<file path="src/rtl/rtc_pkg.sv">
// Shared types and sizing helpers for the stopwatch count/latch core.
package rtc_pkg;

  localparam int COUNT_WIDTH_DEF = 24;

  typedef enum logic {RD_IDLE, RD_SEND} rd_state_t;

  function automatic int rd_bytes(input int count_width);
    return count_width / 8;
  endfunction

  // A single-byte frame still needs a 1-bit index register.
  function automatic int idx_width(input int n);
    return (n > 1) ? $clog2(n) : 1;
  endfunction

endpackage

</file>
<file path="src/rtl/rtc_count_latch_if.sv">
// Byte readout stream (valid/ready) from the count core toward display/UART.
interface rtc_count_latch_if;
  logic       rd_valid;
  logic [7:0] rd_data;
  logic       rd_last;
  logic       rd_ready;

  modport master (output rd_valid, output rd_data, output rd_last, input rd_ready);
  modport slave  (input rd_valid, input rd_data, input rd_last, output rd_ready);
endinterface

</file>
<file path="src/rtl/rtc_prescaler.sv">
// Divides the system clock into count ticks; phase is held while disabled.
module rtc_prescaler #(
  parameter int PRESCALE = 1
) (
  input  logic i_clk,
  input  logic i_rst_n,
  input  logic i_clear,
  input  logic i_enable,
  output logic o_tick
);
  localparam int PW = (PRESCALE > 1) ? $clog2(PRESCALE) : 1;
  localparam logic [PW-1:0] LAST = PW'(PRESCALE - 1);

  logic [PW-1:0] r_cnt;

  always_ff @(posedge i_clk or negedge i_rst_n) begin
    if (!i_rst_n) begin
      r_cnt <= '0;
    end else if (i_clear) begin
      r_cnt <= '0;
    end else if (i_enable) begin
      r_cnt <= (r_cnt == LAST) ? '0 : r_cnt + PW'(1);
    end
  end

  assign o_tick = i_enable && !i_clear && (r_cnt == LAST);

endmodule

</file>
<file path="src/rtl/rtc_count_latch.sv">
// Stopwatch count core: prescaled counter, capture on every i_latchcount edge,
// and MSB-first byte serialisation of each captured value.
module rtc_count_latch
  import rtc_pkg::*;
#(
  parameter int COUNT_WIDTH = COUNT_WIDTH_DEF,
  parameter int PRESCALE    = 1
) (
  input  logic                   i_sclk,
  input  logic                   i_reset_n,
  input  logic                   i_countinit,
  input  logic                   i_countenb,
  input  logic                   i_latchcount,
  rtc_count_latch_if.master      rd,
  output logic [COUNT_WIDTH-1:0] o_count,
  output logic [COUNT_WIDTH-1:0] o_latched,
  output logic                   o_overflow
);
  localparam int RD_BYTES = rd_bytes(COUNT_WIDTH);
  localparam int IDX_W    = idx_width(RD_BYTES);
  localparam logic [IDX_W-1:0] LAST_IDX = IDX_W'(RD_BYTES - 1);

  logic                   w_tick;
  logic                   w_latch_evt;
  logic                   w_xfer;
  logic                   r_lc_q;
  rd_state_t              r_state;
  rd_state_t              w_state_nxt;
  logic [COUNT_WIDTH-1:0] r_frame;
  logic [COUNT_WIDTH-1:0] w_frame_nxt;
  logic [IDX_W-1:0]       r_idx;
  logic [IDX_W-1:0]       w_idx_nxt;
  logic                   r_pending;
  logic                   w_pending_nxt;
  logic                   r_rd_valid;
  logic [7:0]             r_rd_data;
  logic                   r_rd_last;

  rtc_prescaler #(.PRESCALE(PRESCALE)) u_prescaler (
    .i_clk    (i_sclk),
    .i_rst_n  (i_reset_n),
    .i_clear  (i_countinit),
    .i_enable (i_countenb),
    .o_tick   (w_tick)
  );

  assign w_latch_evt = (i_latchcount != r_lc_q);
  assign w_xfer      = r_rd_valid && rd.rd_ready;

  always_ff @(posedge i_sclk or negedge i_reset_n) begin
    if (!i_reset_n) begin
      o_count    <= '0;
      o_overflow <= 1'b0;
    end else if (i_countinit) begin
      o_count    <= '0;
      o_overflow <= 1'b0;
    end else if (w_tick) begin
      o_count <= o_count + COUNT_WIDTH'(1);
      if (&o_count) o_overflow <= 1'b1;
    end
  end

  // Capture uses the pre-update count, so a coincident clear or tick is not seen.
  always_ff @(posedge i_sclk or negedge i_reset_n) begin
    if (!i_reset_n) begin
      r_lc_q    <= 1'b0;
      o_latched <= '0;
    end else if (w_latch_evt) begin
      r_lc_q    <= i_latchcount;
      o_latched <= o_count;
    end
  end

  always_comb begin
    w_state_nxt   = r_state;
    w_frame_nxt   = r_frame;
    w_idx_nxt     = r_idx;
    w_pending_nxt = r_pending;
    case (r_state)
      RD_IDLE: begin
        if (w_latch_evt) begin
          w_state_nxt = RD_SEND;
          w_frame_nxt = o_count;
          w_idx_nxt   = LAST_IDX;
        end
      end
      RD_SEND: begin
        if (w_xfer && (r_idx == '0)) begin
          // A fresh event at the frame boundary supersedes any older pending value.
          if (w_latch_evt) begin
            w_frame_nxt   = o_count;
            w_idx_nxt     = LAST_IDX;
            w_pending_nxt = 1'b0;
          end else if (r_pending) begin
            w_frame_nxt   = o_latched;
            w_idx_nxt     = LAST_IDX;
            w_pending_nxt = 1'b0;
          end else begin
            w_state_nxt = RD_IDLE;
          end
        end else begin
          if (w_xfer) w_idx_nxt = r_idx - IDX_W'(1);
          if (w_latch_evt) w_pending_nxt = 1'b1;
        end
      end
      default: w_state_nxt = RD_IDLE;
    endcase
  end

  always_ff @(posedge i_sclk or negedge i_reset_n) begin
    if (!i_reset_n) begin
      r_state    <= RD_IDLE;
      r_frame    <= '0;
      r_idx      <= '0;
      r_pending  <= 1'b0;
      r_rd_valid <= 1'b0;
      r_rd_data  <= 8'h00;
      r_rd_last  <= 1'b0;
    end else begin
      r_state    <= w_state_nxt;
      r_frame    <= w_frame_nxt;
      r_idx      <= w_idx_nxt;
      r_pending  <= w_pending_nxt;
      r_rd_valid <= (w_state_nxt == RD_SEND);
      r_rd_data  <= (w_state_nxt == RD_SEND) ? 8'(w_frame_nxt >> {w_idx_nxt, 3'b000}) : 8'h00;
      r_rd_last  <= (w_state_nxt == RD_SEND) && (w_idx_nxt == '0);
    end
  end

  assign rd.rd_valid = r_rd_valid;
  assign rd.rd_data  = r_rd_data;
  assign rd.rd_last  = r_rd_last;

endmodule
</file>
<file path="src/flat_wrapper.sv">
// flat-port wrapper written by rule: the top's interface ports become plain ports
module rtc_count_latch_flat import rtc_pkg::*;
#(
  parameter int COUNT_WIDTH = COUNT_WIDTH_DEF,
  parameter int PRESCALE    = 1
)
  (i_sclk, i_reset_n, i_countinit, i_countenb, i_latchcount, o_count, o_latched, o_overflow, rd_rd_valid, rd_rd_data, rd_rd_last, rd_rd_ready);
  rtc_count_latch_if rd_i ();
  input  logic i_sclk;
  input  logic i_reset_n;
  input  logic i_countinit;
  input  logic i_countenb;
  input  logic i_latchcount;
  output logic [COUNT_WIDTH-1:0] o_count;
  output logic [COUNT_WIDTH-1:0] o_latched;
  output logic o_overflow;
  output wire logic [$bits(rd_i.rd_valid)-1:0] rd_rd_valid;
  output wire logic [$bits(rd_i.rd_data)-1:0] rd_rd_data;
  output wire logic [$bits(rd_i.rd_last)-1:0] rd_rd_last;
  input wire logic [$bits(rd_i.rd_ready)-1:0] rd_rd_ready;
  assign rd_rd_valid = rd_i.rd_valid;
  assign rd_rd_data = rd_i.rd_data;
  assign rd_rd_last = rd_i.rd_last;
  assign rd_i.rd_ready = rd_rd_ready;
  rtc_count_latch #(.COUNT_WIDTH(COUNT_WIDTH), .PRESCALE(PRESCALE)) u_core (.i_sclk(i_sclk), .i_reset_n(i_reset_n), .i_countinit(i_countinit), .i_countenb(i_countenb), .i_latchcount(i_latchcount), .rd(rd_i), .o_count(o_count), .o_latched(o_latched), .o_overflow(o_overflow));
endmodule
</file>
<file path="config.mk">
export PLATFORM = sky130hd
export DESIGN_NAME = rtc_count_latch_flat
export DESIGN_NICKNAME = d
export VERILOG_FILES = /design/src/rtl/rtc_pkg.sv /design/src/rtl/rtc_count_latch_if.sv /design/src/rtl/rtc_prescaler.sv /design/src/rtl/rtc_count_latch.sv /design/src/flat_wrapper.sv
export SDC_FILE = /design/constraint.sdc
export NUM_CORES = 1
export LEC_CHECK = 0
export BUFFER_PORTS_ARGS = -buffer_cell sky130_fd_sc_hd__buf_4
export CORE_ASPECT_RATIO = 0.8
export CORE_MARGIN = 1
export CORE_UTILIZATION = 45
export CTS_BUF_LIST = sky130_fd_sc_hd__clkbuf_4
export DETAILED_ROUTE_END_ITERATION = 8
export PLACE_DENSITY_LB_ADDON = 0.12
export SETUP_SLACK_MARGIN = 0.4
export SYNTH_ARGS = -nofsm -noshare
export SYNTH_HDL_FRONTEND = slang
export SYNTH_SLANG_ARGS = --single-unit
</file>
<file path="constraint.sdc">
create_clock -name i_sclk -period 2.2 [get_ports i_sclk]
set_input_delay 0.66 -clock i_sclk [delete_from_list [all_inputs] [get_ports i_sclk]]
set_output_delay 0.66 -clock i_sclk [all_outputs]
set_load 0.01 [all_outputs]
</file>
# [After elaboration in Yosys (flattened, before gate mapping)]
# Index checks and enable logic that the tools add are counted.
[totals] mem_bits_rw=0 n_memories=0 latch_bits=0 inputBits=6 ff_bits=88 romBits=0 out_inout_bits=59
[classes] addsub=3 reduce_logical=15 eq_ne=1 div=0 n_bitwise=2 n_shift=1 n_lt_le_gt_ge=0 mul=0 n_mux=27
[ops] operator="2-to-1 mux 24 bit" count=6
[ops] operator="one-hot mux 24 bit (2 select lines)" count=1
[ops] operator="adder 24 x 1 -> 24 bit, second input constant" count=1
[ops] operator="AND reduction 24 bit" count=1
[ops] operator="right shift 24 x 5 -> 8 bit" count=1
[ops] operator="2-to-1 mux 1 bit" count=12
[ops] operator="2-to-1 mux 2 bit" count=5
[ops] operator="2-to-1 mux 8 bit" count=1
[ops] operator="nonzero test 2 bit" count=4
[ops] operator="logical AND 1 bit" count=5
[ops] operator="logical NOT 2 bit" count=2
[ops] operator="one-hot mux 2 bit (2 select lines)" count=1
[ops] operator="AND reduction 2 bit" count=2
[ops] operator="NOT 1 bit" count=2
[ops] operator="one-hot mux 1 bit (2 select lines)" count=1
[ops] operator="subtractor 2 x 1 -> 2 bit, second input constant" count=1
[ops] operator="adder 1 bit, second input constant" count=1
[ops] operator="logical NOT 1 bit" count=1
[ops] operator="!= test 1 bit" count=1

# [Depth between registers and ports, before layout]
# Gate-level depths: netlist of the first run.
[depth] word_depth=6 depth_mapped=10

# [Cells and area by module]
# From an unflattened synthesis of the first run, not the netlist that was laid out.
[unflattened] hier_cells=462 area_unflattened_um2=4439.3
[modules_own_cells] module="rtc_count_latch" area_each_um2=4425.5 seq_area_each_um2=2177.1 n_inst=1 cells_each=461
[modules_own_cells] module="rtc_prescaler" area_each_um2=13.8 seq_area_each_um2=0.0 n_inst=1 cells_each=1

# [Worst setup path after synthesis of the first run]
# No wires, ideal clock.
[synth_timing] path_type="input port to flip-flop" from="in i_countinit" to="reg u_core.o_count[23]" t_arrival_ps=1773 required_ps=2068 path_slack_ps=295 cell_stages=7 n_path_buf=2 path_cell_list="buf_4 o2111ai_2 or2_1 buf_6 nor4_4 xnor2_1 nor2_1"
[synth_via] elab_chain_cells=4
[synth_rtl] element="start, declared" line_no="flat_wrapper.sv:11" source="input logic i_countinit;"
[synth_rtl] element="logical NOT 1 bit" line_no="rtc_prescaler.sv:26" source="assign o_tick = i_enable && !i_clear && (r_cnt == LAST);"
[synth_rtl] element="logical AND 1 bit (2 in series)" line_no="rtc_prescaler.sv:26"
[synth_rtl] element="nonzero test 2 bit (no source line)"
[synth_rtl] element="end signal, assigned" line_no="rtc_count_latch.sv:58" source="o_count <= o_count + COUNT_WIDTH'(1);"
[synth_rtl] element="end, declared" line_no="rtc_count_latch.sv:15" source="output logic [COUNT_WIDTH-1:0] o_count,"
# Parallel ways exist; a longest one is shown, timed or not.
# A chain may end at the register's enable or synchronous reset.

# [Worst setup path after layout of the first run]
[layout_timing] from="reg u_core.r_lc_q" to="reg u_core.r_rd_data[5], in the netlist u_core.rd.rd_data[5]"
[layout_via] elab_chain_cells=6
[layout_rtl] element="start, declared" line_no="rtc_count_latch.sv:26" source="logic r_lc_q;"
[layout_rtl] element="start signal, assigned" line_no="rtc_count_latch.sv:69" source="r_lc_q <= i_latchcount;"
[layout_rtl] element="!= test 1 bit *" line_no="rtc_count_latch.sv:47" source="assign w_latch_evt = (i_latchcount != r_lc_q);"
[layout_rtl] element="2-to-1 mux 24 bit" line_no="rtc_count_latch.sv:90" source="if (w_latch_evt) begin"
[layout_rtl] element="2-to-1 mux 24 bit" line_no="rtc_count_latch.sv:88" source="if (w_xfer && (r_idx == '0)) begin"
[layout_rtl] element="one-hot mux 24 bit (2 select lines) *" line_no="rtc_count_latch.sv:79" source="case (r_state)"
[layout_rtl] element="named net u_core.w_frame_nxt[5]" line_no="rtc_count_latch.sv:30" source="logic [COUNT_WIDTH-1:0] w_frame_nxt;"
[layout_rtl] element="right shift 24 x 5 -> 8 bit *" line_no="rtc_count_latch.sv:125" source="r_rd_data <= (w_state_nxt == RD_SEND) ? 8'(w_frame_nxt >> {w_idx_nxt, 3'b000}) : 8'h00;"
[layout_rtl] element="2-to-1 mux 8 bit *" line_no="rtc_count_latch.sv:125"
[layout_rtl] element="end signal, assigned" line_no="rtc_count_latch.sv:125"
[layout_rtl] element="end, declared" line_no="rtc_count_latch.sv:36" source="logic [7:0] r_rd_data;"
# Mark *: on every way through the listed nets, which the timed path passes. The rest lies on a longest branch.

==> results of run 1 <==
## cell families (layout without fill, tap and decap cells)
group,count (synthesis),count (layout)
compound gates,54,54
xor+xnor,23,23
fa+ha+maj,2,2
buf+inv,42,150
flops,87,87
mux,16,16
simple gates,180,180
## per-layer routing
metal  up-vias  global-route usage [%]  share of wire (%)
met2        83                    33.2                 44
li1       1612                       -                  -
met1      1691                    37.1                 50
met4         0                    5.70               0.56
met3         5                    4.99                5.4
met5         -                       0                  0
## placed cells by master, fill, tap and decap left out, types with 5 or more instances in the layout
cell       n
a21oi_1    5
buf_4     99
mux2i_1    5
xor2_1     9
nor2_1    31
dfrtp_2   21
mux2_2     6
clkbuf_4  10
buf_12     6
a31oi_1    8
buf_6     15
dfrtp_1   66
inv_1     10
xnor2_1   13
nand3_1   33
nor2b_1    8
nand2_1   63
a221o_1   13
and3_1    13
o21ai_0    7
## power by group through the flow
| stage | sequential (W) | combinational, W | clock, W |
|---|---|---|---|
| after floorplan | 0.00180 | 0.000660 | 0 |
| after global placement | 0.00180 | 0.00101 | 0 |
| after detailed placement | 0.00180 | 0.00102 | 0 |
| after CTS | 0.00176 | 0.00113 | 0.000894 |
| after global routing | 0.00177 | 0.00132 | 0.000968 |
| final | 0.00176 | 0.00123 | 0.000875 |
## worst register-to-register path, cell delays in order, from the launching register on
cell and delay (ps):
dfrtp_2 470, xnor2_4 290, buf_6 180, mux2_4 310, mux2_4 290, a21oi_2 140, a211oi_2 80
## synth_stat cells, types with 2 or more instances
master	count	share of area [%]
clkbuf_1	7	0.63
o21a_1	2	0.36
and4_1	3	0.63
nor3_1	7	0.84
ha_1	2	0.60
xnor2_1	13	2.7
nand3_1	34	4.1
nor4_2	2	0.60
and3_1	14	2.1
a21oi_1	6	0.72
a221o_1	13	3.1
or2_1	2	0.30
nand2_1	63	5.7
inv_2	2	0.18
dfrtp_1	87	52
inv_1	12	1.1
nor2_1	31	2.8
o21ai_0	8	0.96
mux2_2	9	2.4
or3_1	3	0.45
buf_2	6	0.72
o2111ai_1	4	0.84
buf_6	8	2.2
xor2_1	9	1.9
nor3b_1	2	0.36
nor2b_1	8	1.2
mux2i_1	6	1.4
nand4_1	3	0.45
o211ai_1	2	0.36
a31oi_1	9	1.4
buf_4	4	0.72
## cell type report
| cell class | count | area share (%) |
|---|---|---|
| well taps | 115 | 2.64 |
| flip-flops and latches | 87 | 40.5 |
| multi-input cells | 275 | 34.6 |
| repair buffers | 120 | 19.0 |
| clock inverters | 5 | 0.919 |
| clock buffers | 10 | 1.38 |
| inverters | 15 | 1.06 |
## repair_timing
item                                    in CTS  in global routing
endpoints found under the setup margin      33                 31
pin swaps                                    5                  8
gates resized for setup                     24                 31
setup buffers                                9                 21
## worst min-delay path by stage
stage | start | end | slack, ps
4_1_cts | i_reset_n | u_core.rd.rd_data[6] | 90
6_report | i_reset_n | u_core.rd.rd_data[6] | 90
3_3_place_gp | u_core.o_latched[4] | u_core.o_latched[4] | 480
2_1_floorplan | i_reset_n | u_core.o_count[0] | 360
3_5_place_dp | u_core.o_latched[9] | u_core.o_latched[9] | 480
5_1_grt | i_reset_n | u_core.o_latched[8] | 80
## per-stage QoR
stage	utilization, %	hold WS [ps]	setup TNS (ps)
6_report	60.3	93.9	0
5_1_grt	60.3	77.0	0
4_1_cts	57.3	85.2	0
3_5_place_dp	54.5	480	-43.8
3_3_place_gp	54.5	480	-21.1
2_1_floorplan	-	364	0
## state kept, by name, indices dropped and copies added, names as in the netlist, 2 cells and up
name	cells
u_core.o_count	24
u_core.o_latched	24
u_core.r_frame	24
u_core.rd.rd_data	8
u_core.r_idx	2
==> metrics, run 1 <==
Lkg Pwr=~2.6 nW; synthesized cell area=roughly 4200 µm²; Tot Pwr=0.00386 W; Worst Reg2Reg Path Length in Cells=6; IO buf count=64; Yosys reg bits=just under 90; Crit Path Max Fanout=6; Die Y=88.1 µm; Mapped Cells=~400; number of global-route vias before repair=about 3.0k; vias post-DR=around 3.4k; crit path from=u_core.r_lc_q; share of cells above drive strength 1=about two fifths; Max-slew headroom=roughly two thirds; mux cell area share after synthesis=under 10%; Non-Filler Instances=about 630; sequential share of the synthesized area=between 50% and 60%; Pint=between 0.002 and 0.003 W; worst path cell trace=xnor2_4 > buf_6 > mux2_4 > mux2_4 > a21oi_2 > a211oi_2; H-tree depth=3; Avg WL per Cell=around 18 µm; share of synthesized flip-flops with an asynchronous set or reset=100%; switching share of total power=33.2%; Tmin final=about 1800 ps; Final Hold Vio Count=0; critical path class=reg -> reg; setup violators final=0; Crit. End Element=flop; CTS sink cnt=87; Inst Count DP=about 580; main flop type after synthesis=dfrtp_1; CTS tree=yes; first-pass GRT wire length=16.8 mm; DRT Pass-1 Iters=4; Sw Pwr=between 0.001 and 0.0015 W; final-stage net count=516; area post-placement=~4900 µm²; Distinct cells, synth=54; Gate power share=about a third; core footprint=roughly 9000 µm²; CP Launch Type=flop; GPL Wtd Cong=0.813; status=completed; largest family of logic cells by synthesized area=simple AND/OR/NAND/NOR gates; VDD IR-drop max=roughly 0.00055 V; clock-pin slew on the worst setup and hold paths=between 100 and 150 ps; compound-gate portion of the synthesized area=between 10% and 20%; Reg area=2200 µm²; CP max stage cell=dfrtp_2; Hold WC Path Type=in -> async; fill cell count=around 760; initial antenna violation count=0; Starting Density=a little under half; final setup margin=around 350 ps; Post-synth EDFFs=0; P&R area growth vs syn=30.7%; FP Rows=31; Slew @ Worst Pin=513 ps; critical path depth=6; Critical Path AT=between 2000 and 2500 ps; Hold Buf Count CTS=0; Yosys warning count=0; fin area=5450 µm²; Synth Area per Inst=just over 10 µm²; CTS Buf Count=9; Power Density=between 700 and 800 nW/µm²; pin count of the biggest net entering global routing=35; DP HPWL=roughly 7.4 mm; xor/xnor cell area share of the yosys netlist=5.02%; cell repeated most along the worst path=mux2_4; Clock Tree Root=clkbuf_4; Worst EP required=around 2500 ps; Setup Skew=18.8 ps; dpl ws=-25.9 ps; adder-cell area share of the yosys netlist=0.601%; post-route ant nets=0; Ports=65; period utilization=approximately 84%; Max Slew Vio Count=0; crit path buf inv count=1; global route overflow=0; max cap viols=0; Residual DRC=0; worst skew pair latency=between 400 and 500 ps; RSZ-0062 raised after global routing=yes; CP peak stage delay=around 470 ps; Clock Path Buffers=2; diode count=0; Seq pwr share=45.6%; Multi-input gate area=1880 µm²; simple-gate share of the synthesized area=between 20% and 30%; Critical path destination=u_core.rd.rd_data[5]; Die X-Extent=110 µm; GR Util All Layers=23.7%; syn_nets=412; die footprint=between 9000 and 10000 µm²; Vias/cell=about 5.4; Max Fclk=roughly 540 MHz; Clock power frac=about 23%; final WL=about 11 mm; Worst path top cell family by delay=multiplexers; starting DRC count in detailed routing=slightly below 200; worst r2r src=u_core.r_lc_q; r2r setup slk=350 ps; Reg2Reg Capture Point=u_core.rd.rd_data[5]
Note: power is estimated with default switching activity, not from simulation.
==> run 2: changes to the inputs <==
==> constraint.sdc (replaced) <==
create_clock -name i_sclk -period 1.9 [get_ports i_sclk]
set_input_delay 0.57 -clock i_sclk [delete_from_list [all_inputs] [get_ports i_sclk]]
set_output_delay 0.57 -clock i_sclk [all_outputs]
set_load 0.01 [all_outputs]
==> run 2 against run 1 <==
Net effect:
- clock power increased by 27%
- wire length increased by 20%
- setup slack got worse by 300 ps
- fmax about the same
==> metrics, run 2 (synthesis gave the netlist of run 1 again) <==
starting DRC count in detailed routing=298 (was 195); post-route ant nets=0 (unchanged); CTS sink cnt=87 (unchanged); VDD IR-drop max=0.000443 V (was 0.000545 V); Residual DRC=0 (unchanged); max cap viols=0 (unchanged); number of global-route vias before repair=3803 (was 3033); CTS Buf Count=9 (unchanged); Max Slew Vio Count=0 (unchanged); Clock Path Buffers=2 (unchanged); core footprint=9040 µm² (unchanged); Worst Reg2Reg Path Length in Cells=8 (was 6); DRT Pass-1 Iters=5 (was 4); Starting Density=46.1% (unchanged); largest registers=u_core.o_count: 24 flops, u_core.o_latched: 24 flops, u_core.r_frame: 24 flops (unchanged); critical path class=reg -> reg (unchanged); H-tree depth=3 (unchanged); crit path buf inv count=2 (was 1); Max-slew headroom=67.6% (was 65.8%); first-pass GRT wire length=20.4 mm (was 16.8 mm); global route overflow=0 (unchanged); Vias/cell=5.51 (was 5.41); vias post-DR=3837 (was 3391); Tmin final=1850 ps (about the same); Non-Filler Instances=697 (was 627); most common cell after layout, fill and taps aside=buf_4 (unchanged); Ports=65 (unchanged); CP Launch Type=flop (unchanged); Clock Tree Root=clkbuf_4 (unchanged); Avg WL per Cell=18.9 µm (was 17.5 µm); final WL=13.2 mm (was 11.0 mm); Core Util, Final=73.5% (was 60.3%); initial antenna violation count=0 (unchanged); Crit. End Element=flop (unchanged); P&R area growth vs syn=59.5% (was 30.7%); GPL Wtd Cong=0.778 (was 0.813); FP Rows=31 (unchanged); final setup margin=51.9 ps (was 353 ps); CTS tree=yes (unchanged); Lkg Pwr=3.30 nW (was 2.63 nW); Max Fclk=541 MHz (about the same); Crit Path Max Fanout=7 (was 6); Power Density=725 nW/µm² (was 708 nW/µm²); Reg2Reg Capture Point=u_core.rd.rd_data[5] (unchanged); Slew @ Worst Pin=486 ps (was 513 ps); clock-pin slew on the worst setup and hold paths=150 ps (was 140 ps); diode count=0 (unchanged); setup violators final=0 (unchanged); Die X-Extent=110 µm (unchanged); worst path cell trace=inv_2 > ha_4 > a21boi_4 > a21o_4 > buf_12 > a221o_1 > a21oi_2 > a211oi_2 (was xnor2_4 > buf_6 > mux2_4 > mux2_4 > a21oi_2 > a211oi_2); CP max stage cell=dfrtp_1 (was dfrtp_2); Critical Path AT=2190 ps (was 2180 ps); setup TNS=0 ps (unchanged); worst hold margin=109 ps (was 93.9 ps); status=completed (unchanged); Hold WC Path Type=in -> async (unchanged); pin count of the biggest net entering global routing=88 (was 35); IO buf count=64 (unchanged); Worst EP required=2240 ps (was 2530 ps); RSZ-0062 raised after global routing=yes (unchanged); DP HPWL=7.65 mm (was 7.43 mm); Setup Skew=19.2 ps (was 18.8 ps); final-stage net count=585 (was 516); r2r setup slk=50 ps (was 350 ps); dpl ws=-318 ps (was -25.9 ps); GR Util All Layers=28.9% (was 23.7%); share of cells above drive strength 1=50.5% (was 38.7%); Die Y=88.1 µm (unchanged); CP peak stage delay=430 ps (was 470 ps); period utilization=97.3% (was 84.0%); Inst Count DP=599 (was 582); die footprint=9650 µm² (unchanged); worst skew pair latency=440 ps (was 450 ps); Worst path top cell family by delay=compound AO/OA/AOI/OAI gates (was multiplexers); Final Hold Vio Count=0 (unchanged); worst r2r src=u_core.r_idx[0] (was u_core.r_lc_q); commonest cells after routing, fill and taps aside=90 x buf_4, 83 x buf_6, 72 x dfrtp_1, 62 x nand2_1, 28 x nor2_1 (was 99 x buf_4, 66 x dfrtp_1, 63 x nand2_1, 33 x nand3_1, 31 x nor2_1)
==> run 2: layout make-up <==
type	instances	area, µm²
repair buffers	189	1970
fillers	643	2390
well taps	115	144
clock inverters	7	78.8
flip-flops and latches	87	2200
clock buffers	9	67.6
multi-input cells	275	2120
inverters	15	63.8
==> run 2: how the worst max path moves through the flow <==
stage	startpoint	end	slack, ps	cells after the start
CTS	u_core.r_idx[0]	u_core.rd.rd_data[5]	50	8
global placement	i_latchcount	u_core.rd.rd_data[4]	-300	7
finish	u_core.r_idx[0]	u_core.rd.rd_data[5]	50	8
floorplan	i_latchcount	u_core.rd.rd_data[5]	140	6
detailed placement	i_latchcount	u_core.rd.rd_data[5]	-320	7
global route	u_core.r_idx[1]	u_core.rd.rd_data[5]	-2	8
==> run 2: repair_timing <==
item | in CTS | in global routing
resized for setup | 124 | 29
endpoints found under the setup margin | 108 | 111
pin swaps | 27 | 27
setup buffers | 67 | 10
cloned | 5 | 0
hold buffers | 0 | 0
==> run 2: layer usage <==
metal	share of wire (%)	wire (µm)	up-vias	track usage, %
met3	5.5	729	14	5.58
met5	0	0	-	0
li1	-	-	1751	-
met4	1.3	176	0	8.12
met1	45	5960	1939	40.1
met2	48	6300	133	46.3
==> run 2: through the flow <==
step / area [µm²] / power, W
detailed placement: 5170 / 0.00336
global placement: 5170 / 0.00334
global route: 6650 / 0.00503
finish: 6650 / 0.00482
CTS: 6450 / 0.00476
floorplan: 4370 / 0.00288
==> run 2: power by group <==
group	total, W	internal (W)	switching, W
logic	0.00167	0.000789	0.000878
registers	0.00204	0.00196	0.0000775
clock network	0.00111	0.000416	0.000699
total	0.00482	0.00316	0.00165
